[src/rtl/fpcvt_pkg.sv]
// fpcvt_pkg: shared defaults, width relation and result word layout
// for the linear-to-float converter pipeline.
package fpcvt_pkg;

    localparam int EXP_W_DEF  = 3;
    localparam int MANT_W_DEF = 4;

    // Input width is tied to the format so the largest normalised
    // exponent lands exactly on the all-ones code.
    function automatic int data_w(input int exp_w, input int mant_w);
        return mant_w + (1 << exp_w);
    endfunction

    typedef struct packed {
        logic                  s;
        logic [EXP_W_DEF-1:0]  e;
        logic [MANT_W_DEF-1:0] f;
        logic                  sat;
        logic                  inexact;
    } fp_res_t;

endpackage

[src/rtl/fpcvt_lzc.sv]
// fpcvt_lzc: combinational leading-one detector returning the index
// of the highest set bit and a nonzero flag.
module fpcvt_lzc #(
    parameter int W  = 11,
    parameter int PW = $clog2(W)
) (
    input  logic [W-1:0]  vec_i,
    output logic [PW-1:0] pos_o,
    output logic          nz_o
);

    always_comb begin
        pos_o = '0;
        for (int i = 0; i < W; i++) begin
            if (vec_i[i]) pos_o = PW'(i);
        end
    end

    assign nz_o = |vec_i;

endmodule

[src/rtl/fpcvt_pipe.sv]
// fpcvt_pipe: 3-stage two's-complement to sign/exponent/mantissa converter
// with valid/ready backpressure, optional half-up rounding and saturation.
module fpcvt_pipe
    import fpcvt_pkg::*;
#(
    parameter int EXP_W    = EXP_W_DEF,
    parameter int MANT_W   = MANT_W_DEF,
    parameter int DATA_W   = data_w(EXP_W, MANT_W),
    parameter bit ROUND_EN = 1'b1
) (
    input  logic              clk,
    input  logic              rst_n,
    input  logic              in_valid,
    output logic              in_ready,
    input  logic [DATA_W-1:0] in_data,
    output logic              out_valid,
    input  logic              out_ready,
    output logic              out_s,
    output logic [EXP_W-1:0]  out_e,
    output logic [MANT_W-1:0] out_f,
    output logic              out_sat,
    output logic              out_inexact
);

    localparam int MW = DATA_W - 1;
    localparam int PW = $clog2(MW);

    if (DATA_W != data_w(EXP_W, MANT_W) || EXP_W < 2 || MANT_W < 2) begin : g_cfg_chk
        $error("fpcvt_pipe: need DATA_W == MANT_W + 2**EXP_W, EXP_W >= 2, MANT_W >= 2");
    end

    logic en;
    assign en       = !out_valid || out_ready;
    assign in_ready = en;

    // S1: sign-magnitude; the top magnitude bit only survives for the
    // most-negative input, which cannot be represented and must saturate.
    logic [DATA_W-1:0] abs_d;
    logic              v1_q, s1_q, fs1_q;
    logic [MW-1:0]     mag1_q;

    assign abs_d = in_data[DATA_W-1] ? -in_data : in_data;

    always_ff @(posedge clk or negedge rst_n) begin
        if (!rst_n) begin
            v1_q   <= 1'b0;
            s1_q   <= 1'b0;
            fs1_q  <= 1'b0;
            mag1_q <= '0;
        end else if (en) begin
            v1_q   <= in_valid;
            s1_q   <= in_data[DATA_W-1];
            fs1_q  <= abs_d[DATA_W-1];
            mag1_q <= abs_d[MW-1:0];
        end
    end

    // S2: normalise by left-aligning the leading one at bit MW-1.
    logic [PW-1:0]     p2, sh_amt;
    logic              nz2;
    logic [MW-1:0]     norm;
    logic [EXP_W-1:0]  e2_d, e2_q;
    logic [MANT_W-1:0] f2_d, f2_q;
    logic              r2_d, st2_d;
    logic              v2_q, s2_q, r2_q, st2_q, fs2_q;

    fpcvt_lzc #(.W(MW), .PW(PW)) u_lzc (
        .vec_i (mag1_q),
        .pos_o (p2),
        .nz_o  (nz2)
    );

    assign sh_amt = PW'(MW - 1) - p2;
    assign norm   = mag1_q << sh_amt;

    always_comb begin
        if (!nz2 || 32'(p2) < MANT_W) begin
            e2_d  = '0;
            f2_d  = mag1_q[MANT_W-1:0];
            r2_d  = 1'b0;
            st2_d = 1'b0;
        end else begin
            e2_d  = EXP_W'(32'(p2) - (MANT_W - 1));
            f2_d  = norm[MW-1 -: MANT_W];
            r2_d  = norm[MW-1-MANT_W];
            st2_d = |norm[MW-2-MANT_W:0];
        end
    end

    always_ff @(posedge clk or negedge rst_n) begin
        if (!rst_n) begin
            v2_q  <= 1'b0;
            s2_q  <= 1'b0;
            e2_q  <= '0;
            f2_q  <= '0;
            r2_q  <= 1'b0;
            st2_q <= 1'b0;
            fs2_q <= 1'b0;
        end else if (en) begin
            v2_q  <= v1_q;
            s2_q  <= s1_q;
            e2_q  <= e2_d;
            f2_q  <= f2_d;
            r2_q  <= r2_d;
            st2_q <= st2_d;
            fs2_q <= fs1_q;
        end
    end

    // S3: round, renormalise on mantissa carry, then clamp.
    logic              rnd;
    logic [MANT_W:0]   fr;
    logic [EXP_W:0]    er;
    logic              sat3_d;
    logic [EXP_W-1:0]  e3_d;
    logic [MANT_W-1:0] f3_d;

    assign rnd    = ROUND_EN && r2_q;
    assign fr     = {1'b0, f2_q} + (MANT_W+1)'(rnd);
    assign er     = {1'b0, e2_q} + (EXP_W+1)'(fr[MANT_W]);
    assign sat3_d = er[EXP_W] || fs2_q;

    always_comb begin
        e3_d = er[EXP_W-1:0];
        f3_d = fr[MANT_W] ? fr[MANT_W:1] : fr[MANT_W-1:0];
        if (sat3_d) begin
            e3_d = '1;
            f3_d = '1;
        end
    end

    logic              ov_q, os_q, osat_q, oinx_q;
    logic [EXP_W-1:0]  oe_q;
    logic [MANT_W-1:0] of_q;

    always_ff @(posedge clk or negedge rst_n) begin
        if (!rst_n) begin
            ov_q   <= 1'b0;
            os_q   <= 1'b0;
            oe_q   <= '0;
            of_q   <= '0;
            osat_q <= 1'b0;
            oinx_q <= 1'b0;
        end else if (en) begin
            ov_q   <= v2_q;
            os_q   <= s2_q;
            oe_q   <= e3_d;
            of_q   <= f3_d;
            osat_q <= sat3_d;
            oinx_q <= r2_q | st2_q | sat3_d;
        end
    end

    assign out_valid   = ov_q;
    assign out_s       = os_q;
    assign out_e       = oe_q;
    assign out_f       = of_q;
    assign out_sat     = osat_q;
    assign out_inexact = oinx_q;

endmodule

[config.mk]
export PLATFORM = sky130hd
export DESIGN_NAME = fpcvt_pipe
export DESIGN_NICKNAME = d
export VERILOG_FILES = /design/src/rtl/fpcvt_pkg.sv /design/src/rtl/fpcvt_lzc.sv /design/src/rtl/fpcvt_pipe.sv
export SDC_FILE = /design/constraint.sdc
export NUM_CORES = 1
export LEC_CHECK = 0
export BUFFER_PORTS_ARGS = -buffer_cell sky130_fd_sc_hd__buf_2
export CAP_MARGIN = 20
export CORE_ASPECT_RATIO = 1.4
export CORE_UTILIZATION = 53
export CTS_CLUSTER_SIZE = 30
export DETAILED_ROUTE_END_ITERATION = 8
export HOLD_SLACK_MARGIN = 0.05
export PLACE_DENSITY = 0.76
export SLEW_MARGIN = 15
export SYNTH_ARGS = -nofsm -noshare
export SYNTH_HDL_FRONTEND = slang
export SYNTH_SLANG_ARGS = --single-unit
[constraint.sdc]
create_clock -name clk -period 2.4 [get_ports clk]
set_clock_uncertainty 0.1 [all_clocks]
set_input_delay 0.24 -clock clk [delete_from_list [all_inputs] [get_ports clk]]
set_output_delay 0.24 -clock clk [all_outputs]
set_load 0.1 [all_outputs]
==> results.txt, run 1 <==
Sequential fraction of the synthesis area - 0.377
Largest delay share family, worst path - compound AO/OA/AOI/OAI gates
Synth Area per Inst - 8.94 sq um
Setup crit start kind - flip-flop
Synth area leaders - dfrtp_1, nand2_1, o21ai_0
Cell area after layout - 0.00286 sq mm
Fin crit share - 0.999
WP data arrival - 2.47 ns
IO Port Bufs - 27
Fin nets - 333
Longest Clk Path Bufs - 2
Slew HR - 0.462
Initial Util - 0.566
Largest net degree at the start of global routing - 38
Fmax - 0.417 GHz
Slack of the critical path - 0.00193 ns
Most common cell on crit path - inv_4
Largest family of logic cells by synthesized area - compound AO/OA/AOI/OAI gates
Reg2reg path depth - 10
R2R Path End - st2_q
Sw frac - 0.513
Worst min path class - in -> reg
Post-synthesis mux area share - 0.0438
Max-cap violation count - 0
Root buf cell - clkbuf_8
Lkg Pwr - 1.30 nW
Cell taking the most area after synthesis - dfrtp_1
Total grt overflow - 0
Post-synth EDFFs - 0
DRT Wirelength - 5560 microns
Iter 0 DRT Violations - 143
Mapped Cells - 275
Core area - 0.00434 sq mm
Tot GR Track Use - 0.254
Gate power share - 0.617
Classification of the worst setup path - reg -> reg
Post-layout minimum cycle time - 2.40 ns
Final Setup Violations - 0
Post-synth cell types - 60
Outcome - complete, no violations
Antenna violations before repair - 0
Cell total after placement - 358
Top Ports - 28
Final ANT Viol Nets - 0
Rows - 28
Ys Warns - 0
CP endpoint kind - flip-flop
Wire per inst - 14.9 microns
Most frequent cell after synthesis - nand2_1
Hold_sp - in_data[0]
Layout cell share with drive strength beyond 1 - 0.269
Syn Std Cell Area - 0.00246 sq mm
Critical path, cell by cell - or2b_1, nand2b_1, o21bai_4, inv_4, ha_4, inv_4, nor3_1, mux2i_1, a221oi_2, o221ai_1
Internal power - 2.06 mW
Filler Cell Count - 394
Hold path depth - 3
CTS tree - built
DRT Pass-1 Iters - 4
Post-Syn Nets - 297
Layout Cells excl Fill - 372
Hold_ws - 0.133 ns
Post-synth top flop - dfrtp_1
Worst path buffer plus inverter count - 2
HPWL after DPL - 3850 microns
Clk sinks - 37
Net switching power - 2.17 mW
Reg2Reg Launch Point - mag1_q[9]
Drc violations - 0
CTS buffer count - 5
Adder and majority gate portion of the synthesized area - 0.0305
Pre-CTS setup slack - 0.0876 ns
Xor/xnor share of the synthesized area - 0.0489
Clock power share - 0.130
Top post-synthesis cells by count - nand2_1, dfrtp_1, nor2_1
Die footprint - 0.00492 sq mm
Pwr/cell area - 1480 mW/mm^2
Gpl congestion - 1.00
Syn-to-layout area delta - 16.4%
Flop pwr share - 0.253
Fin. max-slew vios - 0
Post-synthesis compound-gate area fraction - 0.214
R2R Setup Slk - 0.002 ns
Hold path endpoint - mag1_q[0]
First-pass GRT wire length - 9270 microns
CP max stage delay - 0.43 ns
Worst-Margin Slew - 0.807 ns
Antenna diodes - 0
Yosys reg bits - 37
Vias in the first global route - 2023
Clk_lat worst skew - 0.29 ns
Die Height - 82.6 microns
H-Tree Depth - 2
Max VDD drop - 856 uV
Synth top area share - 0.377
RSZ-0062 raised after global routing - yes
Via density - 5.77
Clk slew on worst S/H paths - 0.08 ns
Die X - 59.6 microns
Slowest-stage cell, CP - dfrtp_1
Simple-Gate Fraction of Synth Area - 0.213
Critical path required time - 2.47 ns
Post-synth ARST share - 1.00
Vias - 2146
Dpl cell area - 0.00267 sq mm
Final Hold Vio Count - 0
CP Max Fanout - 10
## worst register-to-register path: stages, from the launching register on
cell      delay (ns)
dfrtp_1         0.43
or2b_1          0.22
nand2b_1        0.13
o21bai_4        0.18
inv_4           0.05
ha_4            0.34
inv_4           0.07
nor3_1          0.16
mux2i_1         0.14
a221oi_2        0.32
o221ai_1        0.15
## area by class of cell
| type | instances | area [sq um] | area share |
|---|---|---|---|
| Clock buffer | 6 | 72.6 | 0.0254 |
| Clock inverter | 2 | 38.8 | 0.0136 |
| Inverter | 10 | 42.5 | 0.0149 |
| Multi-Input combinational cell | 208 | 1400 | 0.489 |
| Sequential cell | 37 | 927 | 0.324 |
| Tap cell | 60 | 75.1 | 0.0262 |
| Timing Repair Buffer | 49 | 305 | 0.107 |
## repair_timing
action | in CTS | in global routing
pin swaps | 0 | 0
hold endpoints to repair | 38 | 0
endpoints found under the setup margin | 1 | 4
hold buffers | 2 | 0
cloned | 0 | 0
buffers inserted | 0 | 4
resized for setup | 1 | 5
## power by group through the flow
stage / registers (mW) / logic [mW] / clock network, mW
after global routing: 1.10 / 2.80 / 0.573
after floorplan: 1.66 / 1.42 / 0
after global placement: 1.06 / 2.40 / 0
final: 1.07 / 2.61 / 0.549
after CTS: 1.06 / 2.48 / 0.554
after detailed placement: 1.07 / 2.44 / 0
## worst max-delay path by stage
stage / cells after the start / end / startpoint
after floorplan: 12 / st2_q / mag1_q[8]
after global routing: 11 / f2_q[3] / mag1_q[5]
final: 10 / st2_q / mag1_q[9]
after CTS: 10 / st2_q / mag1_q[9]
after global placement: 10 / f2_q[0] / mag1_q[5]
after detailed placement: 10 / st2_q / mag1_q[9]
## cell usage in the layout (no fill, tap or decap), types with 3 or more instances in the layout
cell and instances:
o31ai_1 7, xor2_1 8, nand3_1 3, inv_1 8
a22oi_1 4, nor3_1 10, nor2_2 3, nor2_1 17
buf_4 20, buf_2 27, o211ai_1 3, clkbuf_8 5
mux2i_1 7, o21ai_0 18, ha_1 5, dfrtp_1 36
nand2_1 51, a21oi_1 16
## state kept, by name, summed over array words and instances (netlist names), 3 cells and up
| name | count |
|---|---|
| mag1_q | 11 |
| f2_q | 4 |
| out_f | 4 |
| e2_q | 3 |
| out_e | 3 |
## per-layer routing
metal / global-route usage / vias up / share of wire
li1: - / 1043 / -
met1: 0.283 / 975 / 0.39
met2: 0.445 / 98 / 0.51
met3: 0.0452 / 30 / 0.049
met4: 0.153 / 0 / 0.048
met5: 0 / - / 0
## cell families after synthesis
| logic type | Yosys count |
|---|---|
| compound gates | 76 |
| xor+xnor | 12 |
| fa+ha+maj | 6 |
| buf+inv | 30 |
| flops | 37 |
| mux | 9 |
| simple gates | 105 |
## through the flow
step / setup TNS, ns / utilization / total power, mW
2_1_floorplan: 0 / - / 3.08
3_5_place_dp: 0 / 0.615 / 3.51
6_report: 0 / 0.659 / 4.23
5_1_grt: -0.401 / 0.659 / 4.47
3_3_place_gp: 0 / 0.615 / 3.46
4_1_cts: 0 / 0.647 / 4.09
Note: power is estimated with default switching activity, not from simulation.
==> run 2, diff against run 1 <==
--- a/config.mk
+++ b/config.mk
@@ -8,11 +8,12 @@
 export BUFFER_PORTS_ARGS = -buffer_cell sky130_fd_sc_hd__buf_2
 export CAP_MARGIN = 20
 export CORE_ASPECT_RATIO = 1.4
-export CORE_UTILIZATION = 53
+export CORE_UTILIZATION = 55
+export CTS_BUF_LIST = sky130_fd_sc_hd__clkbuf_8
 export CTS_CLUSTER_SIZE = 30
 export DETAILED_ROUTE_END_ITERATION = 8
 export HOLD_SLACK_MARGIN = 0.05
-export PLACE_DENSITY = 0.76
+export PLACE_DENSITY = 0.79
 export SLEW_MARGIN = 15
 export SYNTH_ARGS = -nofsm -noshare
 export SYNTH_HDL_FRONTEND = slang
==> results.txt, run 2 (synthesized netlist as in run 1, its figures left out) <==
Vias in the first global route - 1915 (-5.3%)
Largest register FFs - 11 (unchanged)
Via density - 5.74 (-0.54%)
Drc violations - 0 (unchanged)
H-Tree Depth - 2 (unchanged)
CTS buffer count - 5 (unchanged)
DRT Pass-1 Iters - 4 (unchanged)
Worst min path class - in -> reg
Top Ports - 28 (unchanged)
Initial Util - 0.575 (+0.00928)
DRT Wirelength - 5520 microns (-0.76%)
Clk sinks - 37 (unchanged)
Fin util - 0.688 (+0.0289)
Commonest non-fill, non-tap cell in the layout - nand2_1
Area of the multi-input gates - 0.00140 sq mm (+0.27%)
Worst-Margin Slew - 0.817 ns (+0.0101 ns)
Reg with most FFs - mag1_q
Wire per inst - 14.6 microns (-2.1%)
Vias - 2163 (+0.79%)
Final Setup Violations - 0 (unchanged)
Lkg Pwr - 1.34 nW (+3.1%)
Root buf cell - clkbuf_8
Rows - 28 (unchanged)
Filler Cell Count - 356 (-9.6%)
Outcome - complete, no violations
Core area - 0.00427 sq mm (-1.6%)
CP endpoint kind - flip-flop
Total grt overflow - 0 (unchanged)
Gpl congestion - 0.963 (-3.7%)
Layout Cells excl Fill - 377 (+1.3%)
Cell total after placement - 358 (unchanged)
WP data arrival - 2.38 ns (-0.09 ns)
Fin. max-slew vios - 0 (unchanged)
Reg2reg path depth - 11 (+1)
RSZ-0062 raised after global routing - yes
Fin crit share - 0.962 (-0.0368)
Syn-to-layout area delta - 19.5%
Classification of the worst setup path - reg -> reg
Setup crit end - f2_q[0]
Final Hold Vio Count - 0 (unchanged)
Critical path required time - 2.47 ns (about the same)
Max VDD drop - 1010 uV (+18%)
Clk_lat worst skew - 0.28 ns (about the same)
Tot GR Track Use - 0.247 (-0.00777)
R2R Setup Slk - 0.09 ns (+0.09 ns)
Register Area - 930 sq um (+0.27%)
Layout cell share with drive strength beyond 1 - 0.290 (+0.0210)
Clk slew on worst S/H paths - 0.08 ns (about the same)
CP Max Fanout - 7 (-3)
Reg2Reg Launch Point - mag1_q[9]
First-pass GRT wire length - 8880 microns (-4.2%)
Worst setup path start - mag1_q[9]
Antenna diodes - 0 (unchanged)
Setup crit start kind - flip-flop
Slew HR - 0.456 (-0.00675)
Pwr/cell area - 1450 mW/mm^2 (-1.8%)
Die Height - 81.1 microns (-1.8%)
R2R Path End - f2_q[0]
Longest Clk Path Bufs - 2 (unchanged)
Fmax - 0.433 GHz (+3.8%)
Max-cap violation count - 0 (unchanged)
Largest net degree at the start of global routing - 38 (unchanged)
Post-layout minimum cycle time - 2.31 ns (-0.0883 ns)
IO Port Bufs - 27 (unchanged)
Hold_ws - 0.153 ns (+0.0204 ns)
Total Power - 4.26 mW (+0.82%)
Die X - 58.5 microns (-1.8%)
CTS tree - built
HPWL after DPL - 3880 microns (+0.78%)
Most frequent cells in the layout - nand2_1, dfrtp_1, buf_2, buf_4
Antenna violations before repair - 0 (unchanged)
Fin Setup TNS - 0 ns (unchanged)
Iter 0 DRT Violations - 87 (-39%)
Final ANT Viol Nets - 0 (unchanged)
Fin nets - 338 (+1.5%)
Die footprint - 0.00475 sq mm (-3.5%)
-- run 2: cell type report --
class / instances / share of cell area
Inverter: 10 / 0.0153
Sequential cell: 37 / 0.316
Timing Repair Buffer: 54 / 0.127
Multi-Input combinational cell: 208 / 0.478
Clock inverter: 3 / 0.0145
Clock buffer: 5 / 0.0234
Tap cell: 60 / 0.0255
-- run 2: metrics by stage --
step           area, sq um  worst slack (ns)
4_1_cts               2840           0.00578
6_report              2940            0.0902
3_5_place_dp          2690            0.0130
3_3_place_gp          2690             0.121
2_1_floorplan         2490           0.00602
5_1_grt               2940           -0.0339
-- run 2: what timing repair did --
| action | CTS | global route |
|---|---|---|
| setup buffers | 0 | 9 |
| hold endpoints to repair | 38 | 0 |
| pin swaps | 0 | 6 |
| resized for setup | 3 | 12 |
| gates cloned | 0 | 0 |
| setup endpoints to repair | 1 | 5 |
| hold buffers | 2 | 0 |
-- run 2: worst min-delay path by stage --
stage / startpoint / end / slack, ns / cells past startpoint
after floorplan: rst_n / e2_q[0] / -0.16 / 0
after global placement: rst_n / out_f[2] / 0.27 / 1
after detailed placement: rst_n / out_f[2] / 0.28 / 1
after CTS: in_data[0] / mag1_q[0] / 0.15 / 3
after global routing: in_data[10] / fs1_q / 0.16 / 3
final: in_data[0] / mag1_q[0] / 0.15 / 3
-- run 2: power by group --
part / internal [mW] / leakage [nW] / total (mW) / switching [mW]
combinational: 0.940 / 0.845 / 2.65 / 1.71
clock: 0.308 / 0.0595 / 0.531 / 0.223
sequential: 0.867 / 0.435 / 1.08 / 0.210
-- run 2: per-layer routing --
layer / up-vias / routed length, microns / global-route usage
met5: - / 0 / 0
met4: 0 / 148 / 0.110
met3: 14 / 153 / 0.0366
met2: 55 / 2960 / 0.446
met1: 1042 / 2250 / 0.284
li1: 1052 / - / -
-- run 2: critical path: stages, from the launching register on --
cell and delay (ns):
dfrtp_1 0.44, or2b_1 0.19, nand2b_1 0.12, o21bai_4 0.19
inv_4 0.04, ha_4 0.32, buf_4 0.13, o21ai_1 0.05
a211o_2 0.30, a21oi_1 0.13, a211o_1 0.13, o21ai_2 0.05
